`config.mk`:
```
export PLATFORM = sky130hd
export DESIGN_NAME = sync_fifo_rv
export DESIGN_NICKNAME = d
export VERILOG_FILES = /design/src/rtl/sync_fifo_pkg.sv /design/src/rtl/fifo_wrap_ptr.sv /design/src/rtl/sync_fifo_rv.sv
export SDC_FILE = /design/constraint.sdc
export NUM_CORES = 1
export LEC_CHECK = 0
export CAP_MARGIN = 20
export CORE_ASPECT_RATIO = 0.7
export CORE_MARGIN = 2
export CORE_UTILIZATION = 50
export CTS_BUF_LIST = sky130_fd_sc_hd__clkbuf_4 sky130_fd_sc_hd__clkbuf_8 sky130_fd_sc_hd__clkbuf_16
export CTS_CLUSTER_DIAMETER = 200
export CTS_CLUSTER_SIZE = 14
export DETAILED_ROUTE_END_ITERATION = 8
export PLACE_DENSITY = 0.77
export SLEW_MARGIN = 15
export SYNTH_ARGS = -nofsm -noshare
export SYNTH_HDL_FRONTEND = slang
export SYNTH_SLANG_ARGS = --single-unit
```
`constraint.sdc`:
```
create_clock -name clk -period 7.7 [get_ports clk]
set_input_delay 1.54 -clock clk [delete_from_list [all_inputs] [get_ports clk]]
set_output_delay 1.54 -clock clk [all_outputs]
set_load 0.005 [all_outputs]
```
`src/rtl/sync_fifo_pkg.sv`:
```
// Shared width helpers for the sync_fifo_rv FIFO and its pointer sub-module.
package sync_fifo_pkg;

  function automatic int ptr_w(input int depth);
    return $clog2(depth);
  endfunction

  // Occupancy must represent 0..DEPTH inclusive.
  function automatic int cnt_w(input int depth);
    return $clog2(depth + 1);
  endfunction

endpackage

```
`src/rtl/fifo_wrap_ptr.sv`:
```
// Circular-buffer pointer with explicit DEPTH-1 -> 0 wrap (DEPTH need not be a power of two).
module fifo_wrap_ptr
  import sync_fifo_pkg::*;
#(
  parameter int DEPTH = 8
) (
  input  logic                    clk,
  input  logic                    rst_n,
  input  logic                    i_clr,
  input  logic                    i_inc,
  output logic [ptr_w(DEPTH)-1:0] o_ptr
);

  localparam int PW = ptr_w(DEPTH);
  localparam logic [PW-1:0] LAST = PW'(DEPTH - 1);

  logic [PW-1:0] r_ptr;

  always_ff @(posedge clk or negedge rst_n) begin
    if (!rst_n) begin
      r_ptr <= '0;
    end else if (i_clr) begin
      r_ptr <= '0;
    end else if (i_inc) begin
      r_ptr <= (r_ptr == LAST) ? '0 : r_ptr + 1'b1;
    end
  end

  assign o_ptr = r_ptr;

endmodule

```
`src/rtl/sync_fifo_rv.sv`:
```
// Valid/ready circular-buffer FIFO with occupancy count and almost-full flag.
// Optional zero-latency empty bypass when SYNC_FIFO_BYPASS_EN is defined.
module sync_fifo_rv
  import sync_fifo_pkg::*;
#(
  parameter int DEPTH     = 8,
  parameter int BITS      = 64,
  parameter int AF_THRESH = DEPTH - 2
) (
  input  logic                    clk,
  input  logic                    rst_n,
  input  logic                    i_flush,
  input  logic                    i_in_valid,
  output logic                    o_in_ready,
  input  logic [BITS-1:0]         i_in_data,
  output logic                    o_out_valid,
  input  logic                    i_out_ready,
  output logic [BITS-1:0]         o_out_data,
  output logic [cnt_w(DEPTH)-1:0] o_count,
  output logic                    o_almost_full
);

  localparam int PW = ptr_w(DEPTH);
  localparam int CW = cnt_w(DEPTH);
  localparam logic [CW-1:0] FULL_CNT = CW'(DEPTH);

  logic [BITS-1:0] r_mem [DEPTH];
  logic [CW-1:0]   r_count;
  logic [PW-1:0]   w_wr_ptr;
  logic [PW-1:0]   w_rd_ptr;
  logic            w_empty;
  logic            w_full;
  logic            w_bypass;
  logic            w_push;
  logic            w_pop;

  assign w_empty = (r_count == '0);
  assign w_full  = (r_count == FULL_CNT);

`ifdef SYNC_FIFO_BYPASS_EN
  assign w_bypass = w_empty && i_in_valid && !i_flush;
`else
  assign w_bypass = 1'b0;
`endif

  assign o_in_ready    = !w_full;
  assign o_out_valid   = !w_empty || w_bypass;
  assign o_out_data    = w_bypass ? i_in_data : r_mem[w_rd_ptr];
  assign o_count       = r_count;
  assign o_almost_full = (int'(r_count) >= AF_THRESH);

  // A bypassed word taken by the consumer in the same cycle is never stored.
  assign w_pop  = !w_empty && i_out_ready;
  assign w_push = i_in_valid && !w_full && !(w_bypass && i_out_ready);

  fifo_wrap_ptr #(.DEPTH(DEPTH)) u_wr_ptr (
    .clk   (clk),
    .rst_n (rst_n),
    .i_clr (i_flush),
    .i_inc (w_push),
    .o_ptr (w_wr_ptr)
  );

  fifo_wrap_ptr #(.DEPTH(DEPTH)) u_rd_ptr (
    .clk   (clk),
    .rst_n (rst_n),
    .i_clr (i_flush),
    .i_inc (w_pop),
    .o_ptr (w_rd_ptr)
  );

  always_ff @(posedge clk or negedge rst_n) begin
    if (!rst_n) begin
      r_count <= '0;
    end else if (i_flush) begin
      r_count <= '0;
    end else if (w_push && !w_pop) begin
      r_count <= r_count + 1'b1;
    end else if (w_pop && !w_push) begin
      r_count <= r_count - 1'b1;
    end
  end

  // Flush only rewinds pointers; stale storage is left in place.
  always_ff @(posedge clk or negedge rst_n) begin
    if (!rst_n) begin
      for (int i = 0; i < DEPTH; i++) r_mem[i] <= '0;
    end else if (w_push && !i_flush) begin
      r_mem[w_wr_ptr] <= i_in_data;
    end
  end

endmodule
```
==> results of run 1 <==
==> registers in the layout (all words and copies together), names as in the netlist <==
register	cells
o_count	4
u_wr_ptr.o_ptr	3
r_mem	512
u_rd_ptr.o_ptr	3
==> final timing paths <==
check | slack, ns | end | start
min in group asynchronous | 1.00 | r_mem[175] | rst_n
max in group asynchronous | 5.09 | u_rd_ptr.o_ptr[0] | rst_n
worst min register to register | 0.50 | r_mem[62] | r_mem[62]
worst min-delay path | 0.50 | r_mem[62] | r_mem[62]
worst max register to register | 4.06 | r_mem[257] | o_count[1]
worst max-delay path | 2.54 | o_out_data[8] | u_rd_ptr.o_ptr[1]
==> area by class of cell <==
| type | count | share of cell area (%) |
|---|---|---|
| clock buffers | 44 | 4.02 |
| clock inverters | 2 | 0.0743 |
| inverters | 3 | 0.0418 |
| multi-input cells | 768 | 38.4 |
| flip-flops and latches | 522 | 48.5 |
| well taps | 655 | 3.04 |
| repair buffers | 157 | 5.87 |
==> per-layer routing <==
layer	part of all wire, %	global-route usage, %	routed length [um]	vias to the layer above
met5	0.067	0	35	-
met4	1.5	4.21	795	6
met3	5.7	4.03	2950	58
met2	46	33.3	24100	249
met1	46	31.8	24000	6888
li1	-	-	-	5387
==> cell usage in the layout (no fill, tap or decap), drive strengths merged, types with 3 or more instances in the layout <==
master / instances
buf: 19
dfrtp: 522
nor3: 3
nor2: 8
nor3b: 3
ha: 6
mux4: 128
nand2: 7
a21oi: 8
a211oi: 3
mux2i: 3
clkbuf: 44
nand3: 4
clkdlybuf4s50: 138
inv: 5
mux2: 576
==> worst max-delay path: cells and delay by family, from the launching register on <==
kind                   cells  cell delay [ns]
muxes                      2             0.74
buffers and inverters      2             1.14
DFF                        1             1.14
==> where the power goes <==
part,switching (W),internal (W)
clock,0.000947,0.000997
sequential,0.000416,0.00338
combinational,0.000876,0.00171
==> stage by stage <==
stage	hold WS, ns	cell area, um2	setup WS, ns	util, %	std cells
after floorplan	0.459	24200	4.16	-	1389
after global placement	0.471	25800	2.97	54.0	2105
after detailed placement	0.490	25800	2.88	54.0	2105
after CTS	0.503	26900	2.40	56.3	2151
after global routing	0.513	26900	2.26	56.3	2151
final	0.501	26900	2.54	56.3	2151
==> cell families (layout without fill, tap and decap cells) <==
| family | count (synthesis) | in the layout | synth area share [%] |
|---|---|---|---|
| buffers and inverters | 99 | 206 | 3.41 |
| AND/OR/NAND/NOR | 34 | 34 | 1.01 |
| multiplexers | 707 | 707 | 40.7 |
| adder cells (fa/ha/maj) | 7 | 7 | 0.393 |
| XOR/XNOR | 2 | 2 | 0.0723 |
| AO/OA/AOI/OAI | 18 | 18 | 0.522 |
| flip-flops | 522 | 522 | 53.9 |
==> load_flow_metrics.sql, run 1 <==
INSERT INTO impl_metrics (metric_group, metric, value, unit) VALUES
('outcome', 'status', 'complete, no violations', ''),
('yosys', 'synth-warning-count', '0', ''),
('setup_path', 'cp_cell_sequence', 'buf_4 > mux4_2 > mux2_2 > clkdlybuf4s50_1', ''),
('yosys', 'synth_seq_cells', '522', ''),
('setup_path', 'worstPathMaxFanout', '66', ''),
('yosys', 'net_count_after_synthesis', '1465', ''),
('clock_tree', 'clock-sinks', '522', ''),
('yosys', 'synthFlopType', 'dfrtp_1', ''),
('clock_tree', 'clock_insertion_delay_worst_skew', '0.57', 'ns'),
('yosys', 'post-synth-top-area-cell', 'dfrtp_1', ''),
('flow_run', 'cap_viol_max_count', '0', ''),
('timing', 'setup_viol_count_final', '0', ''),
('grt', 'grt_max_degree', '182', ''),
('place', 'post-dp-hpwl', '29.2', 'mm'),
('clock_tree', 'cts.repair_timing.setup_buffer_count', '0', ''),
('power_and_ir_drop', 'static_leakage', '12.4', 'nW'),
('grt', 'grt_overflow', '0', ''),
('clock_tree', 'clock_root_buffer', 'clkbuf_16', ''),
('place', 'port-buffer-count', '139', ''),
('grt', 'grt_antenna_before_repair', '3', ''),
('timing', 'max_freq', '194', 'MHz'),
('yosys', 'netlist_instances', '1389', ''),
('min_path', 'timing.hold.worst.class', 'reg2reg', ''),
('timing', 'grt_setup_unrepaired', 'false', ''),
('final_layout', 'area_occupied_by_multi_input_gates', '0.0104', 'mm2'),
('clock_tree', 'clk_transition_reported_paths', '0.07', 'ns'),
('power_and_ir_drop', 'power_per_cell_area', '309', 'mW/mm2'),
('grt', 'grt_pass1_vias', '13925', ''),
('floorplanning', 'num_io_pins', '140', ''),
('setup_path', 'ff2ff_path_depth', '5', ''),
('yosys', 'synth_area_per_cell', '17.4', 'um2'),
('grt', 'grt_util_all_layers', '21.4', '%'),
('setup_path', 'startpoint_type', 'flip-flop', ''),
('place', 'place.gp.congestion', '0.722', ''),
('power_and_ir_drop', 'totalPowerFinal', '0.00833', 'W'),
('final_layout', 'fraction_of_final_layout_cells_sized_beyond_drive_strength_1', '52.2', '%'),
('final_layout', 'count_of_antenna_diodes_in_the_layout', '0', ''),
('grt', 'wire_length_of_the_first_global_routing_pass', '82.8', 'mm'),
('yosys', 'post_synth_most_frequent_cells', 'dfrtp_1 (522), mux2_2 (455), mux4_2 (128)', ''),
('floorplanning', 'rows', '67', ''),
('timing', 'finalWorstPathRequiredPeriod', '5.16', 'ns'),
('final_layout', 'regArea', '0.0131', 'mm2'),
('clock_tree', 'cts_hold_buf', '0', ''),
('power_and_ir_drop', 'vdd.ir_drop.worst', '183', 'uV'),
('timing', 'final-max-slew-violation-count', '0', ''),
('yosys', 'synth_most_common_cell', 'dfrtp_1', ''),
('drt', 'via_count', '12588', ''),
('yosys', 'syn_area', '0.0242', 'mm2'),
('setup_path', 'cp-end-kind', 'output pin', ''),
('drt', 'drt_wl_total', '51.9', 'mm'),
('yosys', 'synth_top_cell_area_share', '53.9', '%'),
('timing', 'worst_slew_margin_rel', '25.1', '%'),
('floorplanning', 'floorplan.die_area', '0.0502', 'mm2'),
('clock_tree', 'cts-buffers-inserted', '43', ''),
('setup_path', 'critical_path_class', 'reg2out', ''),
('final_layout', 'final.fill_count', '3662', ''),
('min_path', 'worstHoldPathCells', '1', ''),
('timing', 'totalNegativeSetupSlack', '0', 'ns'),
('drt', 'post_drt_via_cell_ratio', '5.85', ''),
('yosys', 'synth_edf_count', '0', ''),
('yosys', 'yosysUniqueCellTypes', '39', ''),
('setup_path', 'critical-path-max-stage-delay', '1.14', 'ns'),
('timing', 'final.period_utilization', '67.1', '%'),
('drt', 'detail_route.first_pass.iterations', '4', ''),
('clock_tree', 'htreeDepth', '2', ''),
('timing', 'timing_hold_violations_final', '0', ''),
('timing', 'finalClockSkew', '0.0175', 'ns'),
('floorplanning', 'die-height', '188', 'um'),
('clock_tree', 'postCtsResizedCells', '0', ''),
('setup_path', 'worstPathArrival', '3.62', 'ns'),
('final_layout', 'synthToLayoutAreaGrowth', '11.2', '%');
Note: power is estimated with default switching activity, not from simulation.
==> run 2: changes to the inputs <==
- PLACE_DENSITY: 0.77 -> 0.79
- clock period: 7.7 -> 4.4 ns (I/O delays scaled with it)
==> run 2 against run 1 <==
Against the previous run: sequential power increased by 74%; clock skew decreased by 0.00099 ns; total power increased by 76%; combinational power increased by 78%; register-to-register slack got worse by 2.8 ns; final cell count increased by 1.1%; count of clock-buffer cells in the layout increased by 2; via count increased by 0.78%; global-route usage decreased by 0.38 points; critical endpoint is now o_out_data[37]; largest cell class unchanged; largest power group unchanged.
==> load_flow_metrics.sql, run 2 (synthesis results as in run 1) <==
INSERT INTO impl_metrics (metric_group, metric, value, unit) VALUES
('timing', 'finalWorstPathRequiredPeriod', '3.93', 'ns'),
('grt', 'grt_pass1_vias', '14099', ''),
('timing', 'worst_slew_margin_rel', '38.4', '%'),
('drt', 'detail_route.first_pass.iterations', '4', ''),
('drt', 'drcViolationCount', '0', ''),
('power_and_ir_drop', 'power_per_cell_area', '537', 'mW/mm2'),
('floorplanning', 'initial_util', '50.6', '%'),
('grt', 'grt_overflow', '0', ''),
('final_layout', 'fraction_of_final_layout_cells_sized_beyond_drive_strength_1', '52.9', '%'),
('clock_tree', 'clk_transition_reported_paths', '0.07', 'ns'),
('clock_tree', 'cts-buffers-inserted', '43', ''),
('place', 'place.gp.congestion', '0.719', ''),
('drt', 'initialDrtViolationCount', '859', ''),
('setup_path', 'cp_cell_sequence', 'buf_12 > mux4_2 > mux2_2 > clkdlybuf4s50_1', ''),
('drt', 'via_count', '12686', ''),
('setup_path', 'critical_path.slowest_cell', 'dfrtp_4', ''),
('clock_tree', 'cts_hold_buf', '0', ''),
('clock_tree', 'cts.path.max_buffers', '3', ''),
('power_and_ir_drop', 'vdd.ir_drop.worst', '233', 'uV'),
('final_layout', 'mostFrequentLayoutCell', 'dfrtp_1', ''),
('final_layout', 'synthToLayoutAreaGrowth', '12.7', '%'),
('clock_tree', 'cts.repair_timing.setup_buffer_count', '0', ''),
('timing', 'timing_hold_violations_final', '0', ''),
('drt', 'drt_wl_total', '51.1', 'mm'),
('grt', 'grt_antenna_before_repair', '3', ''),
('setup_path', 'critPathLaunch', 'u_rd_ptr.o_ptr[0]', ''),
('place', 'port-buffer-count', '139', ''),
('clock_tree', 'clock-sinks', '522', ''),
('timing', 'finalClockSkew', '0.0165', 'ns'),
('drt', 'antenna_violating_nets_post_route', '0', ''),
('floorplanning', 'rows', '67', ''),
('clock_tree', 'htreeDepth', '2', ''),
('setup_path', 'worstPathArrival', '3.05', 'ns'),
('setup_path', 'cp-end-kind', 'output pin', ''),
('timing', 'grt_setup_unrepaired', 'false', ''),
('drt', 'post_drt_via_cell_ratio', '5.83', ''),
('timing', 'totalNegativeSetupSlack', '0', 'ns'),
('floorplanning', 'fp.coreArea', '0.0479', 'mm2'),
('timing', 'final-max-slew-violation-count', '0', ''),
('floorplanning', 'overall_die_width', '267', 'um'),
('outcome', 'status', 'complete, no violations', ''),
('setup_path', 'critical_path_class', 'reg2out', ''),
('flow_run', 'cap_viol_max_count', '0', ''),
('floorplanning', 'floorplan.die_area', '0.0502', 'mm2'),
('place', 'post-dp-hpwl', '30.1', 'mm'),
('clock_tree', 'clock_root_buffer', 'clkbuf_16', ''),
('timing', 'max_freq', '255', 'MHz'),
('setup_path', 'startpoint_type', 'flip-flop', ''),
('setup_path', 'worst-r2r-setup-slack', '1.30', 'ns'),
('setup_path', 'critPathRequiredTime', '3.52', 'ns'),
('clock_tree', 'cts_tree', 'done', ''),
('final_layout', 'largest_register_ff_count', '512', ''),
('setup_path', 'worstPathMaxFanout', '50', ''),
('final_layout', 'layout_common_cells', 'dfrtp_1 (519), mux2_2 (455), clkdlybuf4s50_1 (138)', ''),
('setup_path', 'reg2reg_from', 'o_count[1]', ''),
('floorplanning', 'die-height', '188', 'um'),
('timing', 'actual_transition_at_the_worst_max_transition_pin', '0.914', 'ns'),
('floorplanning', 'num_io_pins', '140', ''),
('final_layout', 'nNetsFinal', '1592', ''),
('clock_tree', 'clock_insertion_delay_worst_skew', '0.55', 'ns'),
('timing', 'setup_viol_count_final', '0', ''),
('power_and_ir_drop', 'static_leakage', '12.6', 'nW'),
('clock_tree', 'postCtsResizedCells', '0', ''),
('drt', 'avgRoutedWirePerCell', '23.5', 'um'),
('grt', 'wire_length_of_the_first_global_routing_pass', '82.6', 'mm'),
('final_layout', 'top_register', 'r_mem', ''),
('min_path', 'timing.hold.worst.class', 'in2async', ''),
('grt', 'grt_util_all_layers', '21.0', '%'),
('setup_path', 'critical-path-max-stage-delay', '0.74', 'ns'),
('grt', 'grt_max_degree', '101', ''),
('final_layout', 'final_core_utilization', '57.0', '%'),
('timing', 'final.period_utilization', '89.3', '%');
run 2: cell count changes in the layout (fill, tap and decap cells not counted), sizes merged:
cell / before / now
diode: 0 / 2
clkbuf: 44 / 46
buf: 19 / 40
inv: 5 / 4
run 2: stage by stage:
step | area (um2) | hold WS (ns) | power [W] | setup WS, ns | instances
5_1_grt | 27300 | 0.386 | 0.0155 | 0.276 | 2173
4_1_cts | 27300 | 0.381 | 0.0148 | 0.374 | 2173
6_report | 27300 | 0.338 | 0.0147 | 0.471 | 2175
3_3_place_gp | 26100 | 0.473 | 0.0111 | 0.970 | 2126
3_5_place_dp | 26100 | 0.489 | 0.0113 | 0.974 | 2126
2_1_floorplan | 24200 | 0.459 | 0.00937 | 1.52 | 1389
run 2: layout make-up:
type                       instances  area (um2)
inverter                           3        11.3
antenna                            2        5.00
clock inverter                     1        11.3
fill                            3624       20600
tap                              655         820
clock buffer                      46        1130
multi-input combinational        768       10400
timing repair buffer             178        1890
sequential                       522       13100
run 2: metal layers:
layer | track usage, % | share of wire [%] | up-vias
li1 | - | - | 5449
met1 | 30.9 | 47 | 6980
met2 | 33.3 | 48 | 203
met3 | 3.55 | 3.8 | 52
met4 | 4.26 | 1.4 | 2
met5 | 0 | 0.025 | -
run 2: final timing paths:
path / endpoint / cells after the start
max in group asynchronous: r_mem[36] / 3
min reg2reg: r_mem[97] / 1
max: o_out_data[37] / 4
min in group clk: r_mem[97] / 1
min: r_mem[175] / 1
max reg2reg: o_count[3] / 7
run 2: report_power, final:
group	switching, W	internal, W	total (W)
clock	0.00163	0.00181	0.00345
sequential	0.000683	0.00592	0.00661
combinational	0.00157	0.00304	0.00461
run 2: critical path, delay by kind of cell (launching register included):
kind | cells | cell delay [ns]
flip-flops | 1 | 0.74
buffers and inverters | 2 | 0.89
multiplexers | 2 | 0.86
==> run 3: changes to the inputs <==
- ABC_AREA: not set -> 1
- CTS_CLUSTER_DIAMETER: 200 -> 120
- PLACE_DENSITY: 0.79 -> 0.8
==> run 3 against run 2 <==
Against the previous run: combinational power grew 22%; largest cell class unchanged; clock skew grew 0.0093 ns; setup slack got worse by 0.33 ns; flip-flop and latch count unchanged.
==> load_flow_metrics.sql, run 3 <==
INSERT INTO impl_metrics (metric_group, metric, value, unit) VALUES
('place', 'place.gp.congestion', '0.833', ''),
('yosys', 'yosysUniqueCellTypes', '26', ''),
('timing', 'final.period_utilization', '96.7', '%'),
('setup_path', 'cp-end-kind', 'output pin', ''),
('yosys', 'synth_area_per_cell', '8.51', 'um2'),
('yosys', 'synth_seq_cells', '522', ''),
('clock_tree', 'cts_tree', 'done', ''),
('clock_tree', 'cts-buffers-inserted', '43', ''),
('clock_tree', 'clk_transition_reported_paths', '0.07', 'ns'),
('clock_tree', 'cts.path.max_buffers', '3', ''),
('setup_path', 'critical_path_class', 'reg2out', ''),
('yosys', 'synthFlopType', 'dfrtp_1', ''),
('setup_path', 'worst-r2r-setup-slack', '1.77', 'ns'),
('timing', 'worst_hold_slack', '0.404', 'ns'),
('final_layout', 'nNetsFinal', '2828', ''),
('floorplanning', 'initial_util', '50.4', '%'),
('power_and_ir_drop', 'p_comb_share', '35.5', '%'),
('place', 'post-dp-hpwl', '35.4', 'mm'),
('power_and_ir_drop', 'cellInternalPower', '0.0103', 'W'),
('floorplanning', 'fp.coreArea', '0.0462', 'mm2'),
('grt', 'gr-usage-met1', '38.2', '%'),
('floorplanning', 'floorplan.die_area', '0.0483', 'mm2'),
('yosys', 'synth_edf_count', '0', ''),
('yosys', 'net_count_after_synthesis', '2809', ''),
('power_and_ir_drop', 'static_leakage', '11.9', 'nW'),
('yosys', 'synth.yosys.seq_area_share', '56.1', '%'),
('timing', 'totalNegativeSetupSlack', '0', 'ns'),
('clock_tree', 'clock_insertion_delay_worst_skew', '0.57', 'ns'),
('power_and_ir_drop', 'share_clk_of_total_power', '21.9', '%'),
('setup_path', 'worstPathArrival', '3.38', 'ns'),
('setup_path', 'critPathRequiredTime', '3.52', 'ns'),
('grt', 'grt_overflow', '0', ''),
('yosys', 'netlist_instances', '2733', ''),
('final_layout', 'fraction_of_final_layout_cells_sized_beyond_drive_strength_1', '4.10', '%'),
('yosys', 'syn_area', '0.0233', 'mm2'),
('floorplanning', 'num_io_pins', '140', ''),
('grt', 'grt_most_used_layer', 'met2', ''),
('final_layout', 'synthToLayoutAreaGrowth', '11.9', '%'),
('setup_path', 'startpoint_type', 'flip-flop', ''),
('timing', 'finalWorstPathRequiredPeriod', '4.26', 'ns'),
('outcome', 'status', 'complete, no violations', ''),
('clock_tree', 'postCtsResizedCells', '0', ''),
('power_and_ir_drop', 'vdd.ir_drop.worst', '322', 'uV'),
('drt', 'via_count', '19664', ''),
('grt', 'grt_max_degree', '137', ''),
('yosys', 'post_synth_most_frequent_cells', 'nand2_1 (530), dfrtp_1 (522), nor2_1 (449)', ''),
('drt', 'avgRoutedWirePerCell', '18.1', 'um'),
('timing', 'setup_viol_count_final', '0', ''),
('timing', 'max_freq', '235', 'MHz'),
('clock_tree', 'cts_hold_buf', '0', ''),
('power_and_ir_drop', 'swShare', '34.9', '%'),
('place', 'port-buffer-count', '139', ''),
('timing', 'worst_slew_margin_rel', '35.6', '%'),
('grt', 'met3_usage', '3.85', '%'),
('grt', 'wire_length_of_the_first_global_routing_pass', '99.9', 'mm'),
('grt', 'gr-usage-met2', '39.4', '%'),
('setup_path', 'r2r-end', 'r_mem[397]', ''),
('final_layout', 'final_core_utilization', '56.4', '%'),
('drt', 'antenna_violating_nets_post_route', '0', ''),
('setup_path', 'worstPathMaxFanout', '41', ''),
('power_and_ir_drop', 'seq_power_share', '42.6', '%'),
('setup_path', 'reg2reg_from', 'o_count[3]', ''),
('yosys', 'post-synth-top-area-cell', 'dfrtp_1', ''),
('grt', 'grt_antenna_before_repair', '0', ''),
('timing', 'actual_transition_at_the_worst_max_transition_pin', '0.966', 'ns'),
('yosys', 'synth_area_leaders', 'dfrtp_1 (56%), o21ai_1 (9.3%), nand2_1 (8.5%), o21ai_0 (7.4%), nor2_1 (7.2%)', ''),
('final_layout', 'top_register', 'r_mem', ''),
('final_layout', 'layout_common_cells', 'nand2_1 (530), dfrtp_1 (520), nor2_1 (449)', ''),
('yosys', 'synth_top_cell_area_share', '56.1', '%'),
('drt', 'drcViolationCount', '0', ''),
('final_layout', 'mostFrequentLayoutCell', 'nand2_1', ''),
('drt', 'detail_route.first_pass.iterations', '6', ''),
('clock_tree', 'cts.repair_timing.setup_buffer_count', '0', ''),
('grt', 'grt_pass1_vias', '18832', ''),
('grt', 'grt_util_all_layers', '25.8', '%'),
('drt', 'drt_wl_total', '60.9', 'mm'),
('floorplanning', 'overall_die_width', '262', 'um'),
('timing', 'finalClockSkew', '0.0258', 'ns'),
('flow_run', 'cap_viol_max_count', '0', ''),
('min_path', 'timing.hold.worst.class', 'in2async', ''),
('power_and_ir_drop', 'power_per_cell_area', '610', 'mW/mm2'),
('final_layout', 'largest_register_ff_count', '512', ''),
('drt', 'initialDrtViolationCount', '2415', ''),
('yosys', 'synth-warning-count', '0', ''),
('power_and_ir_drop', 'p_sw', '0.00554', 'W'),
('floorplanning', 'rows', '66', ''),
('setup_path', 'ff2ff_path_depth', '9', ''),
('timing', 'grt_setup_unrepaired', 'false', ''),
('timing', 'timing_hold_violations_final', '0', ''),
('clock_tree', 'clock_root_buffer', 'clkbuf_16', ''),
('drt', 'post_drt_via_cell_ratio', '5.84', ''),
('timing', 'final-max-slew-violation-count', '0', ''),
('clock_tree', 'clock-sinks', '522', ''),
('floorplanning', 'die-height', '184', 'um'),
('clock_tree', 'htreeDepth', '2', ''),
('yosys', 'synth_most_common_cell', 'nand2_1', ''),
('yosys', 'synth_async_sr_flop_share', '100', '%');
[run 3: cell count changes after synthesis, moves of 64 or more]
cell     before  now
nor2_1        7  449
mux2_2      455    0
mux4_2      128    0
o21ai_1       0  434
mux2_4      120    0
o21ai_0       1  343
inv_1         3   77
o22ai_1       0   65
nand2_1       6  530
a31oi_1       0   64
[run 3: critical path: stages, from the launching register on]
cell             delay, ns
dfrtp_4               0.72
inv_4                 0.28
buf_4                 0.34
o21ai_0               0.14
o22ai_1               0.14
nor2_1                0.06
a31oi_1               0.49
clkdlybuf4s50_1       0.63
[run 3: how the worst max path moves through the flow]
stage,startpoint,endpoint,cells after the start,slack (ns)
final,u_rd_ptr.o_ptr[1],o_out_data[14],7,0.14
after global routing,u_rd_ptr.o_ptr[1],o_out_data[14],7,0.07
after CTS,u_rd_ptr.o_ptr[1],o_out_data[48],7,0.26
after detailed placement,u_rd_ptr.o_ptr[1],o_out_data[14],7,0.86
after global placement,u_rd_ptr.o_ptr[1],o_out_data[14],7,0.80
after floorplan,u_rd_ptr.o_ptr[0],o_out_data[43],8,2.04
[run 3: cell families after synthesis]
group / count (synthesis) / synth area share, %
adder cells (fa/ha/maj): 7 / 0.409
AND/OR/NAND/NOR: 1002 / 16.7
buffers and inverters: 290 / 6.44
XOR/XNOR: 1 / 0.0376
flip-flops: 522 / 56.1
AO/OA/AOI/OAI: 911 / 20.3
[run 3: power by group through the flow]
| stage | sequential (W) | combinational (W) | clock [W] |
|---|---|---|---|
| global route | 0.00690 | 0.00631 | 0.00373 |
| global placement | 0.00675 | 0.00543 | 0 |
| finish | 0.00677 | 0.00563 | 0.00347 |
| CTS | 0.00675 | 0.00563 | 0.00353 |
| detailed placement | 0.00682 | 0.00559 | 0 |
| floorplan | 0.00659 | 0.00344 | 0 |
[run 3: layer usage]
metal / vias to the layer above / share of wire (%)
li1: 9126 / -
met1: 9545 / 45
met2: 885 / 45
met3: 108 / 7.8
met4: 0 / 2.3
met5: - / 0
[run 3: cell type report]
cell class / count / area, um2
Inverter: 79 / 307
Timing Repair Buffer: 185 / 1980
Tap cell: 612 / 766
Fill cell: 3894 / 20100
Clock buffer: 45 / 1110
Clock inverter: 3 / 36.3
Multi-Input combinational cell: 1921 / 8760
Antenna cell: 1 / 2.50
Sequential cell: 522 / 13100
[run 3: stage by stage]
step	total power [W]	std cells	cell area, um2	worst slack [ns]
final	0.0159	3368	26000	0.143
after floorplan	0.0100	2733	23300	2.04
after detailed placement	0.0124	3319	24900	0.861
after global routing	0.0169	3367	26000	0.0651
after global placement	0.0122	3319	24900	0.805
after CTS	0.0159	3367	26000	0.264
